File: config.mk
export PLATFORM = sky130hd
export DESIGN_NAME = cnn_frame_scheduler_flat
export DESIGN_NICKNAME = d
export VERILOG_FILES = /design/src/rtl/cnn_frame_scheduler_if.sv /design/src/rtl/cnn_frame_scheduler.sv /design/src/flat_wrapper.sv
export SDC_FILE = /design/constraint.sdc
export NUM_CORES = 1
export LEC_CHECK = 0
export ABC_AREA = 1
export CORE_MARGIN = 4
export CORE_UTILIZATION = 25
export DETAILED_ROUTE_END_ITERATION = 8
export GPL_TIMING_DRIVEN = 1
export PLACE_DENSITY = 0.46
export REMOVE_ABC_BUFFERS = 1
export SYNTH_ARGS = -nofsm -noshare
export SYNTH_HDL_FRONTEND = slang
export SYNTH_SLANG_ARGS = --single-unit
File: constraint.sdc
create_clock -name clk -period 3.7 [get_ports clk]
set_input_delay 0.74 -clock clk [delete_from_list [all_inputs] [get_ports clk]]
set_output_delay 0.74 -clock clk [all_outputs]
set_load 0.05 [all_outputs]
File: src/rtl/cnn_frame_scheduler_if.sv
// Frame scheduler bus: start request, source stream, pipeline stream
// and status. master = frame driver side, slave = scheduler side.
// Optional perf counters appear with SCHED_PERF_CNT_EN.
interface cnn_frame_scheduler_if;
  logic               start;
  logic signed [15:0] src_pixel;
  logic               src_valid;
  logic               src_ready;
  logic signed [15:0] pipe_pixel;
  logic               pipe_valid;
  logic               pipe_ready;
  logic [3:0]         pipe_vout;
  logic               busy;
  logic               done;
  logic               timeout_err;
  logic [15:0]        frame_cnt;
  logic [9:0]         in_cnt;
  logic [9:0]         out_cnt;
`ifdef SCHED_PERF_CNT_EN
  logic [15:0]        stall_cnt;
  logic [15:0]        latency_cnt;

  modport master (
    output start, src_pixel, src_valid,
    output pipe_ready, pipe_vout,
    input  src_ready, pipe_pixel, pipe_valid,
    input  busy, done, timeout_err,
    input  frame_cnt, in_cnt, out_cnt,
    input  stall_cnt, latency_cnt
  );

  modport slave (
    input  start, src_pixel, src_valid,
    input  pipe_ready, pipe_vout,
    output src_ready, pipe_pixel, pipe_valid,
    output busy, done, timeout_err,
    output frame_cnt, in_cnt, out_cnt,
    output stall_cnt, latency_cnt
  );
`else
  modport master (
    output start, src_pixel, src_valid,
    output pipe_ready, pipe_vout,
    input  src_ready, pipe_pixel, pipe_valid,
    input  busy, done, timeout_err,
    input  frame_cnt, in_cnt, out_cnt
  );

  modport slave (
    input  start, src_pixel, src_valid,
    input  pipe_ready, pipe_vout,
    output src_ready, pipe_pixel, pipe_valid,
    output busy, done, timeout_err,
    output frame_cnt, in_cnt, out_cnt
  );
`endif
endinterface

File: src/rtl/cnn_frame_scheduler.sv
// Frame-level controller for the conv pipeline: feeds one frame per
// start, counts result beats on pipe_vout[0], raises done/timeout.
// Ports: clk, reset (sync, active-low), sif (slave modport).
// Option: SCHED_PERF_CNT_EN adds stall_cnt / latency_cnt.
module cnn_frame_scheduler #(
  parameter int IMG_W         = 28,
  parameter int IMG_H         = 28,
  parameter int OUT_PIX       = 484,
  parameter int DRAIN_TIMEOUT = 4096
) (
  input logic                 clk,
  input logic                 reset,
  cnn_frame_scheduler_if.slave sif
);

  localparam int IN_PIX = IMG_W * IMG_H;
  localparam int TW     = $clog2(DRAIN_TIMEOUT + 1);

  localparam logic [9:0] IN_LAST = 10'(IN_PIX - 1);
  localparam logic [9:0] OUT_MAX = 10'(OUT_PIX);
  localparam logic [TW-1:0] TO_LAST =
    TW'(DRAIN_TIMEOUT - 1);

  typedef enum logic [1:0] {
    S_IDLE,
    S_FEED,
    S_DRAIN,
    S_DONE
  } state_t;

  state_t             state;
  logic               busy;
  logic               done;
  logic               timeout_err;
  logic [15:0]        frame_cnt;
  logic [9:0]         in_cnt;
  logic [9:0]         out_cnt;
  logic [TW-1:0]      tcnt;
  logic signed [15:0] last_pix;

  logic feed;
  logic xfer;
  logic beat;
  logic out_full;
  logic unused_vout;

  assign feed     = (state == S_FEED);
  assign xfer     = feed && sif.src_valid && sif.pipe_ready;
  assign beat     = sif.pipe_vout[0];
  assign out_full = (out_cnt == OUT_MAX);

  assign unused_vout = ^sif.pipe_vout[3:1];

  // Zero-latency pass-through while feeding; otherwise the
  // pipeline sees the last accepted pixel with valid low.
  assign sif.src_ready  = feed && sif.pipe_ready;
  assign sif.pipe_valid = feed && sif.src_valid;
  assign sif.pipe_pixel = feed ? sif.src_pixel : last_pix;

  assign sif.busy        = busy;
  assign sif.done        = done;
  assign sif.timeout_err = timeout_err;
  assign sif.frame_cnt   = frame_cnt;
  assign sif.in_cnt      = in_cnt;
  assign sif.out_cnt     = out_cnt;

  always_ff @(posedge clk) begin
    if (!reset) begin
      state       <= S_IDLE;
      busy        <= 1'b0;
      done        <= 1'b0;
      timeout_err <= 1'b0;
      frame_cnt   <= 16'd0;
      in_cnt      <= 10'd0;
      out_cnt     <= 10'd0;
      tcnt        <= '0;
      last_pix    <= 16'sd0;
    end else begin
      done <= 1'b0;
      unique case (state)
        S_IDLE: begin
          if (sif.start) begin
            state       <= S_FEED;
            busy        <= 1'b1;
            in_cnt      <= 10'd0;
            out_cnt     <= 10'd0;
            tcnt        <= '0;
            timeout_err <= 1'b0;
          end
        end
        S_FEED: begin
          if (beat && !out_full)
            out_cnt <= out_cnt + 10'd1;
          if (xfer) begin
            in_cnt   <= in_cnt + 10'd1;
            last_pix <= sif.src_pixel;
            if (in_cnt == IN_LAST) begin
              // All outputs already seen during feed:
              // nothing left to drain.
              if (out_full) begin
                state     <= S_DONE;
                busy      <= 1'b0;
                done      <= 1'b1;
                frame_cnt <= frame_cnt + 16'd1;
              end else begin
                state <= S_DRAIN;
                tcnt  <= '0;
              end
            end
          end
        end
        S_DRAIN: begin
          if (beat && !out_full)
            out_cnt <= out_cnt + 10'd1;
          if (out_full) begin
            state     <= S_DONE;
            busy      <= 1'b0;
            done      <= 1'b1;
            frame_cnt <= frame_cnt + 16'd1;
          end else if (beat) begin
            tcnt <= '0;
          end else if (tcnt == TO_LAST) begin
            // This idle cycle completes the allowed
            // silence window.
            state       <= S_DONE;
            busy        <= 1'b0;
            done        <= 1'b1;
            timeout_err <= 1'b1;
            frame_cnt   <= frame_cnt + 16'd1;
          end else begin
            tcnt <= tcnt + TW'(1);
          end
        end
        S_DONE: begin
          state <= S_IDLE;
        end
        default: begin
          state <= S_IDLE;
          busy  <= 1'b0;
        end
      endcase
    end
  end

`ifdef SCHED_PERF_CNT_EN
  logic [15:0] stall_cnt;
  logic [15:0] latency_cnt;

  assign sif.stall_cnt   = stall_cnt;
  assign sif.latency_cnt = latency_cnt;

  always_ff @(posedge clk) begin
    if (!reset) begin
      stall_cnt   <= 16'd0;
      latency_cnt <= 16'd0;
    end else if (state == S_IDLE) begin
      if (sif.start) begin
        stall_cnt   <= 16'd0;
        latency_cnt <= 16'd0;
      end
    end else if (state != S_DONE) begin
      if (feed && sif.src_valid && !sif.pipe_ready &&
          stall_cnt != 16'hFFFF)
        stall_cnt <= stall_cnt + 16'd1;
      if (latency_cnt != 16'hFFFF)
        latency_cnt <= latency_cnt + 16'd1;
    end
  end
`endif

endmodule

File: src/flat_wrapper.sv
// flat-port wrapper written by rule: the top's interface ports become plain ports
module cnn_frame_scheduler_flat 
#(
  parameter int IMG_W         = 28,
  parameter int IMG_H         = 28,
  parameter int OUT_PIX       = 484,
  parameter int DRAIN_TIMEOUT = 4096
)
  (clk, reset, sif_start, sif_src_pixel, sif_src_valid, sif_pipe_ready, sif_pipe_vout, sif_src_ready, sif_pipe_pixel, sif_pipe_valid, sif_busy, sif_done, sif_timeout_err, sif_frame_cnt, sif_in_cnt, sif_out_cnt);
  cnn_frame_scheduler_if sif_i ();
  input logic clk;
  input logic reset;
  input wire logic [$bits(sif_i.start)-1:0] sif_start;
  input wire logic [$bits(sif_i.src_pixel)-1:0] sif_src_pixel;
  input wire logic [$bits(sif_i.src_valid)-1:0] sif_src_valid;
  input wire logic [$bits(sif_i.pipe_ready)-1:0] sif_pipe_ready;
  input wire logic [$bits(sif_i.pipe_vout)-1:0] sif_pipe_vout;
  output wire logic [$bits(sif_i.src_ready)-1:0] sif_src_ready;
  output wire logic [$bits(sif_i.pipe_pixel)-1:0] sif_pipe_pixel;
  output wire logic [$bits(sif_i.pipe_valid)-1:0] sif_pipe_valid;
  output wire logic [$bits(sif_i.busy)-1:0] sif_busy;
  output wire logic [$bits(sif_i.done)-1:0] sif_done;
  output wire logic [$bits(sif_i.timeout_err)-1:0] sif_timeout_err;
  output wire logic [$bits(sif_i.frame_cnt)-1:0] sif_frame_cnt;
  output wire logic [$bits(sif_i.in_cnt)-1:0] sif_in_cnt;
  output wire logic [$bits(sif_i.out_cnt)-1:0] sif_out_cnt;
  assign sif_i.start = sif_start;
  assign sif_i.src_pixel = sif_src_pixel;
  assign sif_i.src_valid = sif_src_valid;
  assign sif_i.pipe_ready = sif_pipe_ready;
  assign sif_i.pipe_vout = sif_pipe_vout;
  assign sif_src_ready = sif_i.src_ready;
  assign sif_pipe_pixel = sif_i.pipe_pixel;
  assign sif_pipe_valid = sif_i.pipe_valid;
  assign sif_busy = sif_i.busy;
  assign sif_done = sif_i.done;
  assign sif_timeout_err = sif_i.timeout_err;
  assign sif_frame_cnt = sif_i.frame_cnt;
  assign sif_in_cnt = sif_i.in_cnt;
  assign sif_out_cnt = sif_i.out_cnt;
  cnn_frame_scheduler #(.IMG_W(IMG_W), .IMG_H(IMG_H), .OUT_PIX(OUT_PIX), .DRAIN_TIMEOUT(DRAIN_TIMEOUT)) u_core (.clk(clk), .reset(reset), .sif(sif_i));
endmodule
# [Word-level counts from Yosys, hierarchy flattened]
# Cells that the tools add are included.
[totals] regBits=70 latch_bits=0 ramBits=0 mem_bits_ro=0 input_bits=25 output_inout_bits=57 wordCells=100 mem_count=0
[classes] addsub=4 n_mul=0 div_mod_pow=0 order_cmp=0 n_eq_ne=18 shifts=0 muxes=49 bitwise_logic=0 reduce_logical=20
[op_table] operator="$mux 16" n=7
[op_table] operator="$mux 13" n=7
[op_table] operator="$pmux 10 s2" n=2
[op_table] operator="$pmux 13 s3" n=1
[op_table] operator="$pmux 16 s2" n=1
[op_table] operator="$mux 10" n=3
[op_table] operator="$add 10x1->10 const B" n=2
[op_table] operator="$mux 1" n=18
[op_table] operator="$add 16x1->16 const B" n=1
[op_table] operator="$ne 2x2->1 const B" n=7
[op_table] operator="$reduce_and 7->1" n=2
[op_table] operator="$add 13x1->13 const B" n=1
[op_table] operator="$eq 13x12->1 const B" n=1
[op_table] operator="$mux 2" n=6
[op_table] operator="$eq 10x10->1 const B" n=1
[op_table] operator="$eq 10x9->1 const B" n=1
[op_table] operator="$reduce_and 5->1" n=2
[op_table] operator="$pmux 2 s4" n=1
[op_table] operator="$reduce_bool 2->1" n=4
[op_table] operator="$reduce_and 3->1" n=2
[op_table] operator="$reduce_and 6->1" n=1
[op_table] operator="$eq 2x2->1 const B" n=2
[op_table] operator="$logic_and 1x1->1" n=4
[op_table] operator="$ne 2x1->1 const B" n=2
[op_table] operator="other kinds (11)" n=12

# [Depth between registers and ports, before layout]
[logic_depth] word_depth=5 mapped_depth=13 mapped_depth_nobuf=13

# [Least setup slack after synthesis]
# No wires, ideal clock.
[synth_path] path_type="reg2out" from="reg u_core.state[1]" to="out sif_pipe_pixel[12]" arrival_ns=2.274 t_required_ns=2.960 slack_ns=0.686 stages_incl_launch_ff=7 n_path_buf=3 path_cell_list="dfxtp_1 -> inv_1 -> ha_1 -> buf_6 -> clkbuf_1 -> clkbuf_1 -> o21ai_0"
[synth_via] elab_chain_cells=2
[synth_lines] item="start: declaration" line="cnn_frame_scheduler.sv:31" rtl="state_t state;"
[synth_lines] item="start signal: assignment" line="cnn_frame_scheduler.sv:69" rtl="state <= S_IDLE;"
[synth_lines] item="start signal: assignment" line="cnn_frame_scheduler.sv:83" rtl="state <= S_FEED;"
[synth_lines] item="start signal: assignment" line="cnn_frame_scheduler.sv:101" rtl="state <= S_DONE;"
[synth_lines] item="$eq 2x1->1" line="cnn_frame_scheduler.sv:47" rtl="assign feed = (state == S_FEED);"
[synth_lines] item="$mux 16" line="cnn_frame_scheduler.sv:58" rtl="assign sif.pipe_pixel = feed ? sif.src_pixel : last_pix;"
[synth_lines] item="end: declaration" line="flat_wrapper.sv:19" rtl="output wire logic [$bits(sif_i.pipe_pixel)-1:0] sif_pipe_pixel;"
# No other way between the ends.

# [Worst setup path in the final report]
[layout_path] from="reg u_core.state[1]" to="out sif_pipe_pixel[5]"
# The elaborated chain is that of the path after synthesis.

==> impl_metrics.json <==
{
  "maxCapViolations": 0,
  "clockBufferDepth": 2,
  "reg2reg_slack_ns": 1.25,
  "hold_viol": 0,
  "synth_edf_count": 0,
  "status": "completed",
  "num_antenna_cells": 0,
  "synth_top_area_frac": 0.341,
  "r2r-end": "u_core.sif.frame_cnt[9]",
  "io_buffers": 78,
  "fin_ws_ns": 0.469,
  "drc": 0,
  "cp_max_fo": 43,
  "synthFlopType": "dfxtp_1",
  "routed-via-count": 4117,
  "skew_ns": 0.00819,
  "async_flop_share": 0,
  "cts.clk_slew.worst_paths_ns": 0.06,
  "rsz0062_at_grt": "false",
  "routabilityCongestion": 0.844,
  "drtAntennaViolNets": 0,
  "num_io_pins": 82,
  "ys_seq_area_frac": 0.341,
  "worstSetupEndpoint": "sif_pipe_pixel[5]",
  "synth_top_area_cell": "dfxtp_1",
  "worstMarginPinSlew_ns": 0.559,
  "final_common_cell": "nand2_1",
  "cp_data_arrival_time_ns": 2.49,
  "worst_ep_required_time_ns": 2.96,
  "p_leak_nw": 1.92,
  "cts_max_level": 3,
  "period_share": 0.873,
  "clk_latency_ns": 0.34,
  "yosys_register_bits": 70,
  "finalSetupTns_ns": 0,
  "fmax_ghz": 0.309,
  "post-place-ws_ns": 0.699,
  "hpwlAfterDp_um": 8350,
  "rows": 46,
  "netlist_area_um2": 4110,
  "grt_pass1_vias": 3816,
  "syn_area_per_cell_um2": 6.50,
  "drtIter0Drc": 237,
  "n_fill_cell": 1780,
  "hold_path_class": "reg -> reg",
  "fin_util": 0.338,
  "critPathLaunchType": "register",
  "power.density_nw_per_um2": 556,
  "multi_input_area_um2": 2290,
  "slew_headroom": 0.625,
  "wirelength_um": 11300,
  "first_pass_iters": 5,
  "layout-drive-gt1-share": 0.0817,
  "cts_sinks": 70,
  "area_delta_synth_final_pct": 31.5,
  "r2r_cells": 11,
  "postCtsHoldBufs": 0,
  "overflow": 0,
  "synth_cell_types": 38,
  "die_area_um2": 18600,
  "cts-root-buf": "clkbuf_16",
  "worst_setup_path_end_kind": "output port",
  "grt_usage": 0.127,
  "grt_pass1_wl_um": 19000,
  "cts_buffers": 9,
  "start_util": 0.257,
  "syn-instance-count": 633,
  "synth_area_leaders": "dfxtp_1, nand2_1, nor2_1",
  "die_width_um": 136,
  "grt_max_degree": 44,
  "startpoint": "u_core.state[1]",
  "antenna_found_initial": 0,
  "coreArea_um2": 16000,
  "crit_type": "reg -> out",
  "die_h_um": 136,
  "period_minus_slack_ns": 3.23,
  "drv_slew": 0,
  "post-cts-setup-buffers": 0,
  "wl_per_cell_um": 12.3,
  "setup_viol": 0,
  "cts_resized": 0,
  "via_per_inst": 4.45,
  "cts_tree": "done",
  "nets": 740,
  "timing.rr.start": "u_core.state[1]",
  "layout_common_cells": "nand2_1, nor2_1, clkdlybuf4s50_1",
  "yosysWarnings": 0,
  "regArea_um2": 1400,
  "ir_worst_vdd_mv": 0.299
}
[state kept, by name, summed over array words and instances (netlist names)]
signal	flops
u_core.sif.timeout_err	1
u_core.last_pix	16
u_core.sif.frame_cnt	16
u_core.tcnt	13
u_core.sif.in_cnt	10
u_core.state	2
u_core.sif.done	1
u_core.sif.out_cnt	10
u_core.sif.busy	1
[cells by family (layout without fill, tap and decap cells)]
logic type,Yosys count,in the layout,share of synthesized area
AOI/OAI and AO/OA,112,112,0.145
DFF,70,70,0.341
xor gates and xnor gates,11,11,0.0234
buffers and inverters,101,178,0.102
adders and majority gates,10,10,0.0304
and+or+nand+nor,329,329,0.358
[stage by stage]
stage	cell area, um^2	instances	power, mW	hold WS [ns]
finish	5410	926	3.01	0.447
global route	5410	926	3.20	0.464
CTS	5410	926	3.05	0.450
detailed placement	5070	910	2.07	0.442
global placement	5070	910	2.06	0.435
floorplan	4000	613	1.71	0.424
[layout make-up]
| type | instances | area share |
|---|---|---|
| sequential | 70 | 0.259 |
| clock inverter | 5 | 0.0150 |
| clock buffer | 11 | 0.0467 |
| timing repair buffer | 81 | 0.149 |
| inverter | 81 | 0.0565 |
| tap | 216 | 0.0500 |
| multi-input combinational | 462 | 0.424 |
[worst min path at each step]
stage | from | to | slack (ns) | cells after the start
after floorplan | u_core.last_pix[0] | u_core.last_pix[0] | 0.42 | 2
after global placement | u_core.last_pix[5] | u_core.last_pix[5] | 0.44 | 2
after detailed placement | u_core.last_pix[12] | u_core.last_pix[12] | 0.44 | 2
after CTS | u_core.last_pix[12] | u_core.last_pix[12] | 0.45 | 2
after global routing | u_core.last_pix[12] | u_core.last_pix[12] | 0.46 | 2
final | u_core.last_pix[1] | u_core.last_pix[1] | 0.45 | 2
[report_power, final]
group | internal, mW | switching, mW
logic | 0.341 | 0.814
registers | 0.824 | 0.0645
clock network | 0.627 | 0.336
total | 1.79 | 1.21
[per-layer routing]
| layer | GRT usage | share of wire |
|---|---|---|
| met1 | 0.168 | 0.47 |
| met2 | 0.201 | 0.47 |
| met3 | 0.0322 | 0.041 |
| met4 | 0.0437 | 0.015 |
| met5 | 0 | 0 |
[Yosys cell counts (2+ instances only)]
cell and n:
clkbuf_1 11, nand3_2 3, buf_6 4, inv_1 76
a31oi_1 3, nand3_1 47, buf_4 2, nor2_4 3
a21oi_1 55, inv_2 3, buf_1 2, ha_1 10
nor2_1 85, nand2_2 11, a21oi_2 5, nor3_1 12
dfxtp_1 70, xor2_1 6, nand2_1 144, nor4_1 3
nand2_4 5, nor2_2 4, xnor2_1 5, nand4_1 8
o21ai_0 43
[worst max-delay path, stage by stage, from the launching register on]
cell	delay, ns
dfxtp_1	0.34
inv_1	0.11
ha_1	0.24
buf_4	0.41
nand2_1	0.09
o21ai_0	0.08
clkdlybuf4s50_1	0.86
(Power assumes the default switching activity.)
